## src/rtl/cmpx_mult4_seq_if.sv

```systemverilog
// Operand/result bundle for cmpx_mult4_seq.
// The master drives start/a/b, and the slave returns the result and done.
interface cmpx_mult4_seq_if;
  logic        start;
  logic [7:0]  a;
  logic [7:0]  b;
  logic [15:0] out;
  logic [7:0]  outReal;
  logic [7:0]  outImag;
  logic        done;

  modport master (
    output start, a, b,
    input  out, outReal, outImag, done
  );

  modport slave (
    input  start, a, b,
    output out, outReal, outImag, done
  );
endinterface

```

## src/rtl/cmpx_mult4_seq.sv

```systemverilog
// Sequential 4-bit complex multiplier: one shift-add multiplier, one add/sub.
// Optional macro CMPX_MULT_ACCUMULATE_EN: results accumulate across starts.
module cmpx_mult4_seq (
  input  logic clk,
  input  logic rst,
  cmpx_mult4_seq_if.slave bus
);

  typedef enum logic [3:0] {
    S_IDLE,
    S_MUL0, S_ACC0,
    S_MUL1, S_ACC1,
    S_MUL2, S_ACC2,
    S_MUL3, S_ACC3,
    S_DONE
  } state_t;

  state_t r_state;
  state_t w_next;

  logic [3:0] r_x;
  logic [3:0] r_y;
  logic [3:0] r_z;
  logic [3:0] r_w;
  logic [1:0] r_cnt;
  logic [7:0] r_prod;
  logic [7:0] r_re;
  logic [7:0] r_im;
  logic       r_done;

  logic       w_accept;
  logic       w_mul;
  logic       w_acc;
  logic [1:0] w_phase;
  logic       w_sub;
  logic       w_to_re;
  logic [3:0] w_mcand;
  logic [3:0] w_mplier;
  logic [7:0] w_pp;
  logic [7:0] w_acc_in;
  logic [7:0] w_addend;
  logic [7:0] w_sum;

  always_ff @(posedge clk) begin
    if (rst) r_state <= S_IDLE;
    else     r_state <= w_next;
  end

  always_comb begin
    w_next = r_state;
    unique case (r_state)
      S_IDLE:  if (bus.start) w_next = S_MUL0;
      S_DONE:  if (bus.start) w_next = S_MUL0;
      S_MUL0:  if (r_cnt == 2'd3) w_next = S_ACC0;
      S_ACC0:  w_next = S_MUL1;
      S_MUL1:  if (r_cnt == 2'd3) w_next = S_ACC1;
      S_ACC1:  w_next = S_MUL2;
      S_MUL2:  if (r_cnt == 2'd3) w_next = S_ACC2;
      S_ACC2:  w_next = S_MUL3;
      S_MUL3:  if (r_cnt == 2'd3) w_next = S_ACC3;
      S_ACC3:  w_next = S_DONE;
      default: w_next = S_IDLE;
    endcase
  end

  always_comb begin
    w_accept = 1'b0;
    w_mul    = 1'b0;
    w_acc    = 1'b0;
    w_phase  = 2'd0;
    unique case (r_state)
      S_IDLE: w_accept = bus.start;
      S_DONE: w_accept = bus.start;
      S_MUL0: begin w_mul = 1'b1; w_phase = 2'd0; end
      S_ACC0: begin w_acc = 1'b1; w_phase = 2'd0; end
      S_MUL1: begin w_mul = 1'b1; w_phase = 2'd1; end
      S_ACC1: begin w_acc = 1'b1; w_phase = 2'd1; end
      S_MUL2: begin w_mul = 1'b1; w_phase = 2'd2; end
      S_ACC2: begin w_acc = 1'b1; w_phase = 2'd2; end
      S_MUL3: begin w_mul = 1'b1; w_phase = 2'd3; end
      S_ACC3: begin w_acc = 1'b1; w_phase = 2'd3; end
      default: ;
    endcase
  end

  // phase 0: +x*z re, 1: -y*w re, 2: +x*w im, 3: +y*z im
  assign w_sub    = (w_phase == 2'd1);
  assign w_to_re  = ~w_phase[1];
  assign w_mcand  = w_phase[0] ? r_y : r_x;
  assign w_mplier = (w_phase[0] ^ w_phase[1]) ? r_w : r_z;
  assign w_pp     = w_mplier[r_cnt]
                  ? ({4'd0, w_mcand} << r_cnt)
                  : 8'd0;
  assign w_acc_in = w_to_re ? r_re : r_im;
  assign w_addend = w_sub ? ~r_prod : r_prod;
  assign w_sum    = w_acc_in + w_addend + {7'd0, w_sub};

  always_ff @(posedge clk) begin
    if (rst) begin
      r_x    <= '0;
      r_y    <= '0;
      r_z    <= '0;
      r_w    <= '0;
      r_cnt  <= '0;
      r_prod <= '0;
      r_re   <= '0;
      r_im   <= '0;
      r_done <= 1'b0;
    end else begin
      r_done <= (w_next == S_DONE);
      if (w_accept) begin
        r_x    <= bus.a[7:4];
        r_y    <= bus.a[3:0];
        r_z    <= bus.b[7:4];
        r_w    <= bus.b[3:0];
        r_cnt  <= '0;
        r_prod <= '0;
`ifdef CMPX_MULT_ACCUMULATE_EN
        r_re   <= r_re;
        r_im   <= r_im;
`else
        r_re   <= '0;
        r_im   <= '0;
`endif
      end
      if (w_mul) begin
        r_prod <= r_prod + w_pp;
        r_cnt  <= r_cnt + 2'd1;
      end
      if (w_acc) begin
        r_prod <= '0;
        r_cnt  <= '0;
        if (w_to_re) r_re <= w_sum;
        else         r_im <= w_sum;
      end
    end
  end

  assign bus.out     = {r_re, r_im};
  assign bus.outReal = r_re;
  assign bus.outImag = r_im;
  assign bus.done    = r_done;

endmodule

```

## src/flat_wrapper.sv

```systemverilog
// flat-port wrapper written by rule: the top's interface ports become plain ports
module cmpx_mult4_seq_flat 
  (clk, rst, bus_start, bus_a, bus_b, bus_out, bus_outReal, bus_outImag, bus_done);
  cmpx_mult4_seq_if bus_i ();
  input  logic clk;
  input  logic rst;
  input wire logic [$bits(bus_i.start)-1:0] bus_start;
  input wire logic [$bits(bus_i.a)-1:0] bus_a;
  input wire logic [$bits(bus_i.b)-1:0] bus_b;
  output wire logic [$bits(bus_i.out)-1:0] bus_out;
  output wire logic [$bits(bus_i.outReal)-1:0] bus_outReal;
  output wire logic [$bits(bus_i.outImag)-1:0] bus_outImag;
  output wire logic [$bits(bus_i.done)-1:0] bus_done;
  assign bus_i.start = bus_start;
  assign bus_i.a = bus_a;
  assign bus_i.b = bus_b;
  assign bus_out = bus_i.out;
  assign bus_outReal = bus_i.outReal;
  assign bus_outImag = bus_i.outImag;
  assign bus_done = bus_i.done;
  cmpx_mult4_seq u_core (.clk(clk), .rst(rst), .bus(bus_i));
endmodule
```

## config.mk

```make
export PLATFORM = sky130hd
export DESIGN_NAME = cmpx_mult4_seq_flat
export DESIGN_NICKNAME = d
export VERILOG_FILES = /design/src/rtl/cmpx_mult4_seq_if.sv /design/src/rtl/cmpx_mult4_seq.sv /design/src/flat_wrapper.sv
export SDC_FILE = /design/constraint.sdc
export NUM_CORES = 1
export LEC_CHECK = 0
export CORE_UTILIZATION = 49
export DETAILED_ROUTE_END_ITERATION = 6
export PLACE_DENSITY = 0.77
export REMOVE_ABC_BUFFERS = 1
export SYNTH_ARGS = -nofsm -noshare
export SYNTH_HDL_FRONTEND = slang
export SYNTH_SLANG_ARGS = --single-unit
```

## constraint.sdc

```tcl
create_clock -name clk -period 3.87 [get_ports clk]
set_clock_uncertainty 0.05 [all_clocks]
set_input_delay 0.9675 -clock clk [delete_from_list [all_inputs] [get_ports clk]]
set_output_delay 0.9675 -clock clk [all_outputs]
set_load 0.1 [all_outputs]
```

Word level (Yosys, flattened, before mapping)
Index checks and enable logic that the tools add are counted.
{ "word_totals": {"ff_bits": 47, "in_bits": 19, "output_inout_bits": 33, "elab_cells": 66} }
{ "classes": {"n_addsub": 4, "magnitude_cmp": 1, "eq_ne": 12, "n_shift": 1, "n_mux": 27, "bitwise_logic": 2, "reduce_logical": 9} }
{ "ops": {"columns": ["op", "n"], "rows": [
  ["$mux W8", 11],
  ["$pmux W4 S9", 1],
  ["$mux W4", 7],
  ["$add A8 B8 Y8", 2],
  ["$eq A4 B3 Y1 const B", 4],
  ["$eq A4 B4 Y1 const B", 3],
  ["$reduce_or A2 Y1", 5],
  ["$add A8 B1 Y8", 1],
  ["$eq A4 B2 Y1 const B", 2],
  ["$not A8 Y8", 1],
  ["$reduce_or A4 Y1", 2],
  ["$shl A4 B2 Y8", 1],
  ["$pmux W2 S3", 1],
  ["$eq A4 B1 Y1 const B", 1],
  ["$logic_not A4 Y1", 1],
  ["$mux W1", 4],
  ["$mux W2", 2],
  ["$lt A2 B3 Y1 const B", 1],
  ["$add A2 B1 Y2 const B", 1],
  ["$bmux W1 S2", 1],
  ["$eq A2 B1 Y1 const B", 1],
  ["$eq A2 B2 Y1 const B", 1],
  ["$reduce_bool A2 Y1", 1],
  ["$xor A1 B1 Y1", 1]
]} }

Depth between registers and ports, before layout
Gate-level depths: netlist of run 1.
{ "depth": {"word_depth": 10, "depth_mapped": 18, "ltp_nobuf": 17} }

Least setup slack after synthesis of run 1
OpenSTA, ideal clock, no wires.
{ "synth_timing": {"path_kind": "reg-to-reg", "start": "reg u_core.r_state[0]", "end": "reg u_core.r_prod[6]", "setup_ps": 132, "arrival_ps": 3482, "required_time_ps": 3688, "slack_ps": 206, "path_stages_with_launch": 17, "path_buffers": 1, "path_cell_list": "dfxtp_1 -> buf_6 -> or4b_4 -> nand2_8 -> inv_6 -> ha_1 -> mux2_2 -> o21a_1 -> and2_1 -> ha_1 -> fa_1 -> a21o_1 -> a21oi_1 -> o21ai_0 -> xor2_1 -> nand2_1 -> a21oi_1"} }
{ "synth_via": {"elab_chain_cells": 10, "elab_cells_between_ends": 31, "cone_classes": "add/sub (1); eq/ne (9); shift (1); mux (10); bitwise (1); reduce/logical (9)"} }
{ "synth_lines": {"columns": ["element", "line_no", "text"], "rows": [
  ["start: declaration", "cmpx_mult4_seq.sv:18", "state_t r_state;"],
  ["start signal: assignment", "cmpx_mult4_seq.sv:46", "else r_state <= w_next;"],
  ["$eq A4 B3 Y1 (tied with other cells)", "cmpx_mult4_seq.sv:71", "unique case (r_state)"],
  ["$reduce_or A2 Y1 (no source line)", null, null],
  ["$pmux W2 S3", "cmpx_mult4_seq.sv:71", null],
  ["$xor A1 B1 Y1", "cmpx_mult4_seq.sv:90", "assign w_mplier = (w_phase[0] ^ w_phase[1]) ? r_w : r_z;"],
  ["$mux W4", "cmpx_mult4_seq.sv:90", null],
  ["$bmux W1 S2", "cmpx_mult4_seq.sv:91", "assign w_pp = w_mplier[r_cnt]"],
  ["$mux W1 (implied by the code)", "cmpx_mult4_seq.sv:91", null],
  ["$mux W8", "cmpx_mult4_seq.sv:92", "? ({4'd0, w_mcand} << r_cnt)"],
  ["$add A8 B8 Y8", "cmpx_mult4_seq.sv:127", "r_prod <= r_prod + w_pp;"],
  ["$mux W8", "cmpx_mult4_seq.sv:126", "if (w_mul) begin"],
  ["end signal: assignment", "cmpx_mult4_seq.sv:127", null],
  ["end: declaration", "cmpx_mult4_seq.sv:26", "logic [7:0] r_prod;"]
]} }
Several ways; a longest one is shown, not always the timed one. The select of a mux whose other input is x is not followed.
A chain may end at the register's enable or synchronous reset.

Worst setup path in the final report of run 1
{ "layout_timing": {"start": "reg u_core.r_state[1]", "end": "reg u_core.r_prod[6]"} }
Same word-level chain as after synthesis.

==> results of run 1 <==
==> logic make-up after synthesis <==
group,synth area share [%]
fa+ha+maj,7.25
simple gates,27.1
compound gates,16.9
flops,30.0
buf+inv,7.89
xor+xnor,5.30
mux,5.62
==> registers in the layout, summed over array words and instances (netlist names) <==
signal              count
u_core.r_w              4
u_core.r_prod           8
u_core.bus.done         1
u_core.r_x              4
u_core.bus.outImag      8
u_core.r_cnt            2
u_core.bus.outReal      8
u_core.r_y              4
u_core.r_z              4
u_core.r_state          4
==> power groups by stage <==
stage | logic [uW] | registers, uW | clock network [uW]
floorplan | 53.5 | 516 | 0
global placement | 99.1 | 516 | 0
finish | 103 | 505 | 395
detailed placement | 101 | 516 | 0
CTS | 102 | 505 | 401
global route | 115 | 507 | 421
==> worst max-delay path: stages (launching register included) <==
cell     delay, ns
dfxtp_1       0.33
or4b_4        0.59
nand2_8       0.13
inv_6         0.06
ha_2          0.36
mux2_2        0.34
o21a_1        0.20
and2_1        0.14
ha_1          0.20
fa_1          0.41
a21o_1        0.19
a21oi_2       0.17
o21ai_0       0.12
xor2_1        0.14
nand2_1       0.06
a21oi_1       0.14
==> per-stage QoR <==
step	utilization [%]	worst slack, ns	hold slack, ns
2_1_floorplan	-	-0.0205	0.376
3_3_place_gp	59.6	0.224	0.393
3_5_place_dp	59.6	0.132	0.397
4_1_cts	61.6	0.0760	0.411
5_1_grt	61.8	0.0106	0.428
6_report	61.8	0.164	0.410
==> final timing paths <==
check,endpoint
setup reg to reg,u_core.r_prod[6]
setup / recovery,u_core.r_prod[6]
hold / removal,u_core.r_z[2]
hold reg to reg,u_core.r_z[2]
==> Yosys cell counts, drive strengths merged (3+ instances only) <==
cell,count,share of area (%)
mux2,3,1.1
nor2b,10,2.0
nand3,24,3.8
mux2i,13,4.5
a22o,3,0.84
xnor2,7,2.0
nor3,15,2.4
and2,6,1.2
inv,6,0.88
o21ai,14,2.2
buf,25,5.3
a21o,4,0.96
nor2,23,2.8
a22oi,3,0.72
o21a,5,1.2
a31oi,4,0.80
nand2,81,10
nand4,3,0.60
xor2,12,3.3
ha,15,6.0
a21oi,45,7.2
o31ai,3,0.88
clkbuf,13,1.6
dfxtp,47,30
==> per-layer routing <==
| metal | track usage (%) | share of wire [%] |
|---|---|---|
| met1 | 32.3 | 47 |
| met2 | 38.7 | 46 |
| met3 | 3.78 | 5.9 |
| met4 | 3.68 | 0.49 |
| met5 | 0 | 0 |
==> area by class of cell <==
type	instances	area (um^2)	share of cell area (%)
Inverter	7	31.3	0.835
Clock inverter	2	38.8	1.04
Tap cell	75	93.8	2.51
Sequential cell	47	942	25.2
Clock buffer	6	82.6	2.21
Timing Repair Buffer	62	593	15.8
Multi-Input combinational cell	320	1960	52.4
==> reports/results.txt, run 1 <==
Status - completed
Maximum vdd ir drop - 0.000199 V
H-tree levels - 2
Post-CTS sizing - 0
Logic gate share of total power - 10.3%
Die width - 82.0 um
Static Leak - 0.00149 uW
Core Box Area - 0.00606 mm^2
NetSw - 250 uW
Non-filler cells, final - 519
Max-Cap Viols - 0
Reg2reg start - u_core.r_state[1]
Final hold violation count - 0
Cts hold-fix bufs - 0
Total Wirelength - 7530 um
Hold wc startpoint - u_core.r_z[2]
CTS tree - yes
Die H - 82.0 um
Dpl cell area - 0.00361 mm^2
# port buffers - 51
Fmax - 270 MHz
Detail Route Antenna Nets - 0
Antenna diodes - 0
# IOs - 52
Worst setup path start - u_core.r_state[1]
Tightest Pin Transition - 0.976 ns
CTS Root Cell - clkbuf_8
Pint - 753 uW
Slew headroom - 34.7%
Via count - 2942
TritonRoute pass-1 iters - 5
DRC viols - 0
Tmin final - 3.71 ns
Commonest non-fill, non-tap cells in the layout - 79 x nand2_1, 51 x clkdlybuf4s50_1, 46 x dfxtp_1
Initial DRC Count - 166
Design Area, Final - 0.00374 mm^2
Clock network fraction of design power - 39.4%
Setup Buffers After CTS - 0
Crit end category - flop
Clk buf depth - 2
Synth warnings - 0
Setup crit start kind - flop
Area Overhead vs Synth - 19.3%
Dpl cells - 511
Yosys reg bits - 47
EDFF count, synth - 0
Crit Path Category - reg -> reg
Netlist cell types - 53
Arr. time, crit path - 3.90 ns
GRT overflow - 0
Fillers - 543
Syn Inst Count - 412
Wire per inst - 14.5 um
FFs w/ async S/R, synth - 0%
Share of cells above drive strength 1 - 7.88%
Initial Util - 51.8%
WP data required - 4.06 ns
Clock sink count - 47
Gr usage total - 23.4%
Reg2reg path depth - 15
First-pass GRT wire length - 12300 um
Sum of negative setup slack - 0 ns
Vias in the first global route - 2638
GP Congestion - 0.881
Sw frac - 24.9%
Worst hold path class - reg -> reg
Syn Std Cell Area - 0.00314 mm^2
HPWL after DPL - 5490 um
Critical Path Fanout Max - 9
Flop2flop setup slack - 0.16 ns
Crit share post-route - 95.8%
FP Rows - 28
Antenna violations before repair - 0
RSZ-0062 raised after global routing - no
Main synth FF type - dfxtp_1
Endpoints failing setup - 0
Slew Limit Fails - 0
Pwr Total - 1000 uW
Num CTS Buffers - 5
Commonest non-fill, non-tap cell in the layout - nand2_1
Reg clk slew, reported paths - 0.10 ns
Mean number of vias per cell - 5.67
Seq/Total Area, Yosys - 30.0%
Layout Nets - 479
P per Cell Area - 268 mW/mm^2
Mean post-synth cell area - 7.62 um^2
Sequential share of power - 50.3%
Largest net degree at the start of global routing - 38
Die area - 0.00673 mm^2
Clock latency at the later pin of the worst-skew pair - 0.31 ns
WHS Path Cells - 2
Note: power is estimated with default switching activity, not from simulation.
==> inputs of run 2 (changes only) <==
Settings changed: CAP_MARGIN from default to 20, SETUP_SLACK_MARGIN from default to 0.2.
==> run 2 against run 1 <==
Compared with the run above:
- combinational power is essentially flat
- flip-flop and latch count is the same
- setup slack gained 0.15 ns
- utilization grew 0.31 points
- design area grew 0.50%
- clock power is essentially flat
- wire length is essentially flat
- cell count is the same
- non-clock buffer count is the same
==> reports/results.txt, run 2 (synthesis results as in run 1) <==
Non-filler cells, final - 519
# IOs - 52
Slew headroom - 34.7%
Status - completed
Routed wl met2 - 3520 um
Tightest Pin Transition - 0.976 ns
First-pass GRT wire length - 12300 um
GRT overflow - 0
H-tree levels - 2
WHS - 0.410 ns
Vias in the first global route - 2647
Maximum vdd ir drop - 0.000199 V
Cts hold-fix bufs - 0
Fillers - 542
Wire per inst - 14.5 um
Total Wirelength - 7530 um
HPWL after DPL - 5490 um
DRC viols - 0
Initial DRC Count - 175
CTS Root Cell - clkbuf_8
Antenna violations before repair - 0
Static Leak - 0.00149 uW
Area Overhead vs Synth - 19.9%
FP Rows - 28
Max-Cap Viols - 0
Crit end category - flop
Antenna diodes - 0
Largest net degree at the start of global routing - 38
Setup crit start kind - flop
TritonRoute pass-1 iters - 5
Mean number of vias per cell - 5.64
Reg clk slew, reported paths - 0.10 ns
Initial Util - 51.8%
Num CTS Buffers - 5
Crit share post-route - 91.8%
Die width - 82.0 um
Slew Limit Fails - 0
Dpl cells - 511
Final hold violation count - 0
Met1 WL - 3610 um
WL met3 - 364 um
Arr. time, crit path - 3.74 ns
Multi-input gate area - 0.00198 mm^2
Gr usage total - 23.4%
Clock sink count - 47
Detail Route Antenna Nets - 0
Sum of negative setup slack - 0 ns
P per Cell Area - 267 mW/mm^2
WP data required - 4.06 ns
Pwr Total - 1000 uW
Core Box Area - 0.00606 mm^2
Via count - 2927
Fmax - 281 MHz
Die H - 82.0 um
Commonest non-fill, non-tap cells in the layout - 78 x nand2_1, 51 x clkdlybuf4s50_1, 46 x dfxtp_1
GP Congestion - 0.881
Tmin final - 3.55 ns
Share of cells above drive strength 1 - 8.56%
Layout Nets - 479
Commonest non-fill, non-tap cell in the layout - nand2_1
Worst hold path class - reg -> reg
# port buffers - 51
Endpoints failing setup - 0
Die area - 0.00673 mm^2
RSZ-0062 raised after global routing - yes
Clk buf depth - 2
Sequential Area - 942 um^2
CTS tree - yes
Clock latency at the later pin of the worst-skew pair - 0.31 ns
Critical Path Fanout Max - 9
Uppermost layer routed - met4
Crit Path Category - reg -> reg
[run 2: stage by stage]
| stage | cell area, um^2 | setup WS, ns | util (%) |
|---|---|---|---|
| after global placement | 3610 | 0.224 | 59.6 |
| after detailed placement | 3610 | 0.132 | 59.6 |
| final | 3760 | 0.316 | 62.1 |
| after floorplan | 2920 | -0.0205 | - |
| after global routing | 3760 | 0.155 | 62.1 |
| after CTS | 3750 | 0.233 | 61.8 |
[run 2: routing by layer]
| metal | up-vias | global-route usage [%] |
|---|---|---|
| met1 | 1354 | 32.2 |
| li1 | 1472 | - |
| met2 | 94 | 38.8 |
| met5 | - | 0 |
| met3 | 7 | 3.78 |
| met4 | 0 | 3.68 |
[run 2: final timing paths]
kind,from,to,slack (ns),cells past startpoint
setup reg to reg,u_core.r_state[1],u_core.r_prod[6],0.32,15
setup / recovery,u_core.r_state[1],u_core.r_prod[6],0.32,15
hold reg to reg,u_core.r_z[2],u_core.r_z[2],0.41,2
hold / removal,u_core.r_z[2],u_core.r_z[2],0.41,2
[run 2: critical path, stage by stage (launching register included)]
cell and delay, ns:
dfxtp_1 0.33, or4b_4 0.59, nand2_8 0.13, inv_6 0.07
ha_4 0.28, mux2_2 0.33, o21a_1 0.20, and2_1 0.14
ha_1 0.20, fa_2 0.36, a21o_1 0.18, a21oi_2 0.16
o21ai_0 0.13, xor2_1 0.14, nand2_1 0.06, a21oi_1 0.14
[run 2: final cells by class]
class | count | area share, %
inverter | 7 | 0.831
sequential | 47 | 25.0
clock inverter | 2 | 1.03
tap | 75 | 2.49
multi-input combinational | 320 | 52.7
clock buffer | 6 | 2.19
timing repair buffer | 62 | 15.8
[run 2: timing repair]
item | 4_1_cts | 5_1_grt
hold endpoints to repair | 0 | 0
gates resized for setup | 2 | 7
setup endpoints to repair | 3 | 4
buffers inserted | 0 | 0
[run 2: report_power, final]
group	internal, uW	total (uW)	switching (uW)
clock network	213	394	182
registers	496	505	9.50
logic	44.7	103	58.7
total	753	1000	250
